--- src/rtl/mux_2x1.sv ---
// PC-source selector for the IF stage: combinational 2:1 word mux feeding the PC
// register, plus a clocked debug side-block (registered copy and redirect counter).
module mux_2x1 #(
  parameter int WIDTH     = 32,
  parameter int CNT_WIDTH = 16
) (
  input  logic                 clk,
  input  logic                 rstn,
  input  logic                 sel,
  input  logic [WIDTH-1:0]     in_1,
  input  logic [WIDTH-1:0]     in_2,
  output logic [WIDTH-1:0]     out,
  output logic [WIDTH-1:0]     out_q,
  output logic                 sel_q,
  output logic [CNT_WIDTH-1:0] redirect_cnt,
  input  logic                 cnt_clr
);

  localparam logic [CNT_WIDTH-1:0] CNT_MAX = {CNT_WIDTH{1'b1}};
  localparam logic [CNT_WIDTH-1:0] CNT_ONE = {{(CNT_WIDTH-1){1'b0}}, 1'b1};

  logic [WIDTH-1:0]     w_out;
  logic [CNT_WIDTH-1:0] w_cnt_nxt;
  logic [WIDTH-1:0]     r_out_q;
  logic                 r_sel_q;
  logic [CNT_WIDTH-1:0] r_cnt;

  // Select path: only an explicit 1 picks the redirect; the PC register samples this same cycle
  always_comb begin
    w_out = in_1;
    if (sel == 1'b1) begin
      w_out = in_2;
    end else begin
      w_out = in_1;
    end
  end

  // Redirect counter next value: clear wins over increment, saturates instead of wrapping
  always_comb begin
    w_cnt_nxt = r_cnt;
    if (cnt_clr == 1'b1) begin
      w_cnt_nxt = {CNT_WIDTH{1'b0}};
    end else if ((sel == 1'b1) && (r_cnt != CNT_MAX)) begin
      w_cnt_nxt = r_cnt + CNT_ONE;
    end else begin
      w_cnt_nxt = r_cnt;
    end
  end

  // Debug registers: selected value, select and redirect count
  always_ff @(posedge clk or negedge rstn) begin
    if (!rstn) begin
      r_out_q <= {WIDTH{1'b0}};
      r_sel_q <= 1'b0;
      r_cnt   <= {CNT_WIDTH{1'b0}};
    end else begin
      r_out_q <= w_out;
      r_sel_q <= sel;
      r_cnt   <= w_cnt_nxt;
    end
  end

  assign out          = w_out;
  assign out_q        = r_out_q;
  assign sel_q        = r_sel_q;
  assign redirect_cnt = r_cnt;

endmodule

--- config.mk ---
export PLATFORM = sky130hd
export DESIGN_NAME = mux_2x1
export DESIGN_NICKNAME = d
export VERILOG_FILES = /design/src/rtl/mux_2x1.sv
export SDC_FILE = /design/constraint.sdc
export NUM_CORES = 1
export LEC_CHECK = 0
export BUFFER_PORTS_ARGS = -buffer_cell sky130_fd_sc_hd__buf_4
export CAP_MARGIN = 20
export CORE_MARGIN = 3
export CORE_UTILIZATION = 35
export DETAILED_ROUTE_END_ITERATION = 8
export HOLD_SLACK_MARGIN = 0.05
export PLACE_DENSITY = 0.7
export SLEW_MARGIN = 20
export SYNTH_ARGS = -nofsm -noshare
export SYNTH_HDL_FRONTEND = slang
export SYNTH_SLANG_ARGS = --single-unit
--- constraint.sdc ---
create_clock -name clk -period 1.9 [get_ports clk]
set_input_delay 0.38 -clock clk [delete_from_list [all_inputs] [get_ports clk]]
set_output_delay 0.38 -clock clk [all_outputs]
set_load 0.05 [all_outputs]
==> results of run 1 <==
flip-flops by register name, indices dropped and copies added (netlist names):
| name | cells |
|---|---|
| sel_q | 1 |
| out_q | 32 |
| redirect_cnt | 16 |
cell type report:
class / instances / area, um^2 / share of cell area
Sequential cell: 49 / 1230 / 0.361
Timing Repair Buffer: 153 / 1160 / 0.341
Multi-Input combinational cell: 101 / 830 / 0.244
Tap cell: 72 / 90.1 / 0.0265
Clock buffer: 5 / 68.8 / 0.0202
Clock inverter: 3 / 17.5 / 0.00514
Inverter: 2 / 7.51 / 0.00220
cell usage in the layout, fill, tap and decap left out, types with 3 or more instances in the layout:
| cell type | instances |
|---|---|
| a21oi_1 | 8 |
| and4_1 | 3 |
| buf_4 | 152 |
| clkbuf_8 | 5 |
| dfrtp_1 | 45 |
| dfrtp_2 | 4 |
| mux2_2 | 33 |
| nand3_1 | 5 |
| nand4_1 | 5 |
| nor2_1 | 9 |
| nor3_1 | 4 |
| o21ai_0 | 5 |
| o31ai_1 | 3 |
| or3_1 | 5 |
path summary, 6_finish.rpt:
path                               endpoint        startpoint  cells after the start  slack, ns
max                         redirect_cnt[1]   redirect_cnt[0]                      6       0.18
min                        redirect_cnt[12]              rstn                      1       0.08
max reg2reg                 redirect_cnt[1]   redirect_cnt[0]                      6       0.18
min reg2reg                redirect_cnt[11]  redirect_cnt[11]                      2       0.60
max in group asynchronous   redirect_cnt[0]              rstn                      1       1.37
min in group clk                   out_q[7]           in_2[7]                      2       0.33
metrics by stage:
| step | hold WS, ns | setup slack (ns) | TNS (ns) | power (W) |
|---|---|---|---|---|
| 2_1_floorplan | 0.0844 | 0.00699 | 0 | 0.00165 |
| 3_3_place_gp | 0.438 | 0.196 | 0 | 0.00198 |
| 3_5_place_dp | 0.433 | 0.128 | 0 | 0.00199 |
| 4_1_cts | 0.104 | 0.101 | 0 | 0.00259 |
| 5_1_grt | 0.123 | -0.00114 | -0.00114 | 0.00267 |
| 6_report | 0.0792 | 0.176 | 0 | 0.00255 |
routing by layer:
| layer | track usage | vias to the layer above | share of wire |
|---|---|---|---|
| met5 | 0 | - | 0 |
| met4 | 0.0579 | 0 | 0.013 |
| met3 | 0.0724 | 7 | 0.10 |
| met2 | 0.290 | 93 | 0.51 |
| met1 | 0.188 | 872 | 0.38 |
| li1 | - | 888 | - |
logic make-up after synthesis:
kind of cell,share of synthesized area
flip-flops,0.589
AND/OR/NAND/NOR,0.129
multiplexers,0.183
AO/OA/AOI/OAI,0.0649
buffers and inverters,0.0150
XOR/XNOR,0.0126
adder cells (fa/ha/maj),0.00601
what timing repair did:
action	CTS	global route
hold buffers	0	0
endpoints found under the setup margin	0	1
gates resized for setup	0	1
report_power, final:
part | internal (W) | leakage, nW | total [W] | switching, W
Combinational | 0.000294 | 1.01 | 0.000841 | 0.000547
Clock | 0.000254 | 0.0439 | 0.000593 | 0.000339
Sequential | 0.00110 | 0.600 | 0.00112 | 0.0000165
Total | 0.00165 | 1.66 | 0.00255 | 0.000902
==> flow_metrics.tcl, run 1 <==
set metrics [dict create \
    post_cts_buffers 0 \
    synthTopCellsByArea "dfrtp_1 (59%), mux2_2 (18%), a21oi_1 (1.9%)" \
    start_util 0.369 \
    grt_pass1_vias 1879 \
    maxSlewHeadroom 0.595 \
    htree_num_levels 2 \
    place_hpwl_mm 4.48 \
    place_congestion 0.784 \
    p_leak_nw 1.66 \
    grt_pass1_wl_mm 9.40 \
    ant_nets 0 \
    crit_slowest_cell "o41ai_4" \
    worstMarginPinSlew_ns 0.608 \
    syn_inst 158 \
    yosys-top-cells-count "dfrtp_1 (49), mux2_2 (33), nor2_1 (9), a21oi_1 (8)" \
    drt_iter0_drc 90 \
    skew_ns 0.00710 \
    drive_gt1_frac 0.649 \
    hold_violations 0 \
    crit_required_ns 2.08 \
    portBuffers 148 \
    synth_top_flop_cell "dfrtp_1" \
    syn_area_mm2 0.00208 \
    max_freq_ghz 0.580 \
    nets 381 \
    arrival_ns 1.91 \
    synth_area_per_cell_um2 13.2 \
    synth_nets 227 \
    path_delay_family "compound AO/OA/AOI/OAI gates" \
    die_area_mm2 0.00691 \
    yosys.area.top_type "dfrtp_1" \
    die_width_um 83.1 \
    criticalPathCategory "reg -> reg" \
    fin_crit_ns 1.72 \
    drc 0 \
    finalSetupViolations 0 \
    critical_path.max_stage_delay_ns 0.39 \
    status "complete, no violations" \
    overflow 0 \
    critPathBufInv 1 \
    drt_wl_total_mm 5.76 \
    via_per_inst 4.83 \
    synth_top_area_share 0.589 \
    drt-wirelength-per-cell_um 15.0 \
    synth-edff-count 0 \
    grt_usage 0.169 \
    area_growth_pct 63.7 \
    vdd_drop_max_uv 455 \
    synth_most_common_cell "dfrtp_1" \
    clk_latency_ns 0.30 \
    synth_seq_cells 49 \
    placed_area_mm2 0.00331 \
    cts_root_buf "clkbuf_8" \
    first_pass_iters 4 \
    cts_tree "yes" \
    ys_warn_count 0 \
    end_kind "flop" \
    async_reset_ff_frac 1.00 \
    cts-buffers-inserted 5 \
    dpl.cell_count 377 \
    grt_start_max_net_pins 50 \
    insertedDiodeCount 0 \
    cp_max_fo 7 \
    fin_cells 385 \
    utilization 0.604 \
    chipHeight_um 83.1 \
    fin_crit_sh 0.907 \
    numClockSinks 49 \
    core_area_mm2 0.00564 \
    final_area_mm2 0.00341 \
    cp_cell_sequence "ha_1 -> nand4_1 -> buf_4 -> o41ai_4 -> mux2i_1 -> nor2_1" \
    ios 149 \
    slew_viol_final 0 \
    startpoint_type "flop" \
    ys_types 32 \
    fillers 498 \
    antenna_found_initial 0 \
    cts.path.max_buffers 2 \
    path_clk_slew_ns 0.09 \
    vias 1860 \
    drv_cap 0 \
    power-per-cell-area_mw_per_mm2 749 \
    yosysSeqAreaShare 0.589 \
    holdCritPathClass "in -> async" \
    rows 27 \
]
Note: power is estimated with default switching activity, not from simulation.
==> run 2, diff against run 1 <==
Settings changed: CORE_UTILIZATION 35 to 40, PLACE_DENSITY 0.7 to 0.79.
==> flow_metrics.tcl, run 2 (synthesis results as in run 1) <==
set metrics [dict create \
    power_frac_seq 0.434 \
    numClockSinks 49 \
    place_hpwl_mm 4.46 \
    vdd_drop_max_uv 472 \
    cts.path.max_buffers 2 \
    antenna_found_initial 0 \
    crit_required_ns 2.09 \
    final_common_cell "buf_4" \
    p_clk_frac 0.238 \
    dpl.cell_count 370 \
    grt_pass1_wl_mm 9.31 \
    pwr-share-comb 0.327 \
    chipHeight_um 78.1 \
    final_cell_mix "buf_4 (154), dfrtp_1 (45), mux2_2 (33)" \
    maxSlewHeadroom 0.603 \
    placed_area_mm2 0.00329 \
    crit_slowest_cell "dfrtp_2" \
    die_area_mm2 0.00610 \
    swShare 0.342 \
    start_util 0.426 \
    p_total_w 0.00257 \
    final_area_mm2 0.00343 \
    area_growth_pct 64.8 \
    fin_crit_sh 0.917 \
    skew_ns 0.00668 \
    worstMarginPinSlew_ns 0.596 \
    fin_cells 382 \
    drive_gt1_frac 0.654 \
    via_per_inst 4.98 \
    ant_nets 0 \
    place_ws_ns 0.138 \
    status "complete, no violations" \
    arrival_ns 1.93 \
    first_pass_iters 4 \
    hold_violations 0 \
    fin_crit_ns 1.74 \
    end_kind "flop" \
    max_freq_ghz 0.574 \
    rr_worst_depth 7 \
    cts_root_buf "clkbuf_8" \
    cp_max_fo 7 \
    finalSetupViolations 0 \
    critical_path.max_stage_delay_ns 0.39 \
    seq_area_mm2 0.00123 \
    clk_latency_ns 0.29 \
    p_sw_w 0.000880 \
    p_leak_nw 1.66 \
    place_congestion 0.807 \
    rows 25 \
    critPathMostFrequentCell "buf_4" \
    multi_input_area_um2 837 \
    grt_pass1_vias 1983 \
    cp_cell_sequence "ha_1 -> nand4_1 -> buf_4 -> o41ai_4 -> buf_4 -> mux2i_1 -> nor2_1" \
    ios 149 \
    die_width_um 78.1 \
    setup_ws_ns 0.157 \
    grt_usage 0.194 \
    p_int_w 0.00169 \
    power-per-cell-area_mw_per_mm2 749 \
    setup_tns_ns 0 \
    overflow 0 \
    slew_viol_final 0 \
    path_clk_slew_ns 0.09 \
    nets 383 \
    cts_tree "yes" \
    startpoint_type "flop" \
    holdCritPathClass "in -> async" \
    insertedDiodeCount 0 \
    core_area_mm2 0.00488 \
    fillers 392 \
    drv_cap 0 \
    rsz0062_at_grt "false" \
    grt_start_max_net_pins 50 \
    htree_num_levels 2 \
    portBuffers 148 \
    drt_iter0_drc 135 \
    largest_reg_flops 32 \
    drc 0 \
    cts-buffers-inserted 5 \
    drt-wirelength-per-cell_um 15.2 \
    vias 1903 \
    criticalPathCategory "reg -> reg" \
    drt_wl_total_mm 5.82 \
]
-- run 2: stage by stage --
stage,utilization,hold slack (ns)
after detailed placement,0.675,0.429
final,0.703,0.0962
after global placement,0.675,0.428
after global routing,0.703,0.135
after CTS,0.694,0.0992
after floorplan,-,0.0844
-- run 2: layout make-up --
| class | count | area share |
|---|---|---|
| clock inverter | 1 | 0.00219 |
| multi-input combinational | 101 | 0.244 |
| inverter | 2 | 0.00219 |
| clock buffer | 7 | 0.0252 |
| tap | 67 | 0.0244 |
| sequential | 49 | 0.359 |
| timing repair buffer | 155 | 0.343 |
-- run 2: worst paths after layout --
kind                             startpoint               end  slack [ns]
setup / recovery            redirect_cnt[0]   redirect_cnt[1]        0.16
hold / removal                         rstn         out_q[10]         0.1
setup reg to reg            redirect_cnt[0]   redirect_cnt[1]        0.16
hold reg to reg            redirect_cnt[11]  redirect_cnt[11]        0.60
max in group asynchronous              rstn   redirect_cnt[5]        1.38
min in group clk                   in_1[10]         out_q[10]        0.33
-- run 2: critical path, delay by kind of cell, from the launching register on --
kind	cells	cell delay, ns
multiplexers	1	0.18
adder cells (fa/ha/maj)	1	0.20
AND/OR/NAND/NOR	2	0.18
AO/OA/AOI/OAI	1	0.32
buffers and inverters	2	0.37
flip-flops	1	0.39
-- run 2: repair_timing --
action                                  CTS  global route
hold buffers                              0             0
resized for setup                         0             3
buffers inserted                          0             4
endpoints found under the setup margin    0             4
-- run 2: power by group through the flow --
stage               logic, W  clock network, W  registers, W
floorplan           0.000297                 0       0.00135
global placement    0.000833                 0       0.00114
detailed placement  0.000838                 0       0.00114
CTS                 0.000840          0.000633       0.00112
global route        0.000878          0.000670       0.00112
finish              0.000841          0.000612       0.00112
-- run 2: layer usage --
metal	wire length (um)	global-route usage	share of wire	vias up
li1	-	-	-	890
met1	1980	0.204	0.34	911
met2	3150	0.349	0.54	100
met3	664	0.0814	0.11	2
met4	35	0.0629	0.0060	0
met5	0	0	0	-
==> run 3, diff against run 2 <==
Settings changed: CAP_MARGIN 20 to 40, CORE_UTILIZATION 40 to 37, PLACE_DENSITY 0.79 to 0.77.
Clock period 1.9 ns to 1.5 ns, I/O delays scaled along.
==> flow_metrics.tcl, run 3 (synthesis results as in run 1) <==
set metrics [dict create \
    path_clk_slew_ns 0.09 \
    status "finished, violations left" \
    worstMarginPinSlew_ns 0.358 \
    grt_pass1_wl_mm 10.4 \
    hold_violations 0 \
    die_width_um 81.0 \
    vias 2120 \
    area_growth_pct 90.9 \
    chipHeight_um 81.0 \
    htree_num_levels 2 \
    rows 26 \
    setup_tns_ns -1.91 \
    ant_nets 0 \
    fin_crit_sh 1.14 \
    nets 427 \
    maxSlewHeadroom 0.760 \
    dpl.cell_count 406 \
    setup_ws_ns -0.209 \
    placed_area_mm2 0.00359 \
    rsz0062_at_grt "true" \
    fillers 389 \
    end_kind "flop" \
    die_area_mm2 0.00656 \
    grt_usage 0.211 \
    power_frac_seq 0.403 \
    seq_area_mm2 0.00125 \
    place_ws_ns -0.217 \
    p_sw_w 0.00116 \
    holdCritPathClass "in -> reg" \
    multi_input_area_um2 911 \
    drive_gt1_frac 0.758 \
    fin_crit_ns 1.71 \
    p_leak_nw 1.94 \
    drt_iter0_drc 82 \
    power-per-cell-area_mw_per_mm2 885 \
    violations "setup timing" \
    overflow 0 \
    final_cell_mix "buf_4 (189), mux2_2 (33), dfrtp_1 (33)" \
    criticalPathCategory "reg -> reg" \
    clk_latency_ns 0.29 \
    drt-wirelength-per-cell_um 16.8 \
    place_congestion 0.815 \
    core_area_mm2 0.00527 \
    grt_start_max_net_pins 26 \
    insertedDiodeCount 0 \
    arrival_ns 1.93 \
    crit_required_ns 1.72 \
    cp_max_fo 3 \
    vdd_drop_max_uv 576 \
    utilization 0.754 \
    swShare 0.330 \
    finalSetupViolations 14 \
    place_hpwl_mm 5.16 \
    numClockSinks 49 \
    start_util 0.395 \
    drc 0 \
    antenna_found_initial 0 \
    first_pass_iters 4 \
    p_clk_frac 0.273 \
    max_freq_ghz 0.585 \
    via_per_inst 4.94 \
    p_int_w 0.00236 \
    ios 149 \
    skew_ns 0.00641 \
    slew_viol_final 0 \
    cts-buffers-inserted 5 \
    cts.path.max_buffers 2 \
    drt_wl_total_mm 7.23 \
    pwr-share-comb 0.324 \
    final_common_cell "buf_4" \
    drv_cap 0 \
    cts_root_buf "clkbuf_8" \
    final_area_mm2 0.00397 \
    startpoint_type "flop" \
    portBuffers 148 \
    grt_pass1_vias 2186 \
    fin_cells 429 \
    largest_reg_flops 32 \
    cts_tree "yes" \
]
-- run 3: cell types whose count changed in the layout (fill, tap and decap cells not counted), moves of 2 or more --
| cell | previous run | this run |
|---|---|---|
| a21oi_1 | 8 | 5 |
| dfrtp_1 | 45 | 33 |
| o21ai_0 | 5 | 3 |
| buf_6 | 0 | 3 |
| dfrtp_2 | 4 | 15 |
| a21oi_2 | 0 | 3 |
| clkbuf_16 | 0 | 3 |
| buf_4 | 154 | 189 |
-- run 3: timing repair --
action / in CTS / in global routing
setup buffers: 5 / 4
gates cloned: 1 / 4
pin swaps: 19 / 6
hold buffers: 1 / 0
gates resized for setup: 11 / 8
endpoints found under the hold margin: 22 / 0
endpoints found under the setup margin: 47 / 33
-- run 3: worst paths after layout --
kind / cells after the start / endpoint / slack [ns] / startpoint
setup / recovery: 6 / redirect_cnt[9] / -0.21 / redirect_cnt[0]
hold / removal: 2 / out_q[17] / 0.25 / in_1[17]
setup reg to reg: 6 / redirect_cnt[9] / -0.21 / redirect_cnt[0]
hold reg to reg: 2 / redirect_cnt[7] / 0.61 / redirect_cnt[7]
max in group asynchronous: 3 / redirect_cnt[2] / 0.56 / rstn
min in group asynchronous: 2 / out_q[16] / 0.45 / rstn
-- run 3: power by group through the flow --
stage | clock network, W | logic (W) | registers (W)
global route | 0.00105 | 0.00119 | 0.00142
finish | 0.000959 | 0.00114 | 0.00142
detailed placement | 0 | 0.00109 | 0.00144
CTS | 0.000982 | 0.00111 | 0.00142
global placement | 0 | 0.00108 | 0.00144
floorplan | 0 | 0.000379 | 0.00172
-- run 3: area by class of cell --
type / count / area share
multi-input cells: 101 / 0.229
clock buffers: 7 / 0.0217
flip-flops and latches: 49 / 0.314
well taps: 70 / 0.0221
repair buffers: 199 / 0.403
clock inverters: 1 / 0.00756
inverters: 2 / 0.00189
-- run 3: metrics by stage --
| step | hold WS, ns | total power, W |
|---|---|---|
| 5_1_grt | 0.234 | 0.00366 |
| 4_1_cts | 0.246 | 0.00351 |
| 2_1_floorplan | 0.00441 | 0.00209 |
| 3_5_place_dp | 0.219 | 0.00253 |
| 3_3_place_gp | 0.217 | 0.00252 |
| 6_report | 0.253 | 0.00352 |
-- run 3: layer usage --
layer  part of all wire  vias up  global-route usage
met5                  0        -                   0
met4              0.011        0              0.0541
met3              0.087        9              0.0732
met2               0.55      105               0.409
met1               0.35     1025               0.211
li1                   -      981                   -
-- run 3: worst max-delay path: stages, from the launching register on --
cell,delay [ns]
dfrtp_4,0.50
ha_4,0.16
nand4_1,0.09
buf_4,0.16
nor3_2,0.06
or4_1,0.53
a21oi_2,0.14
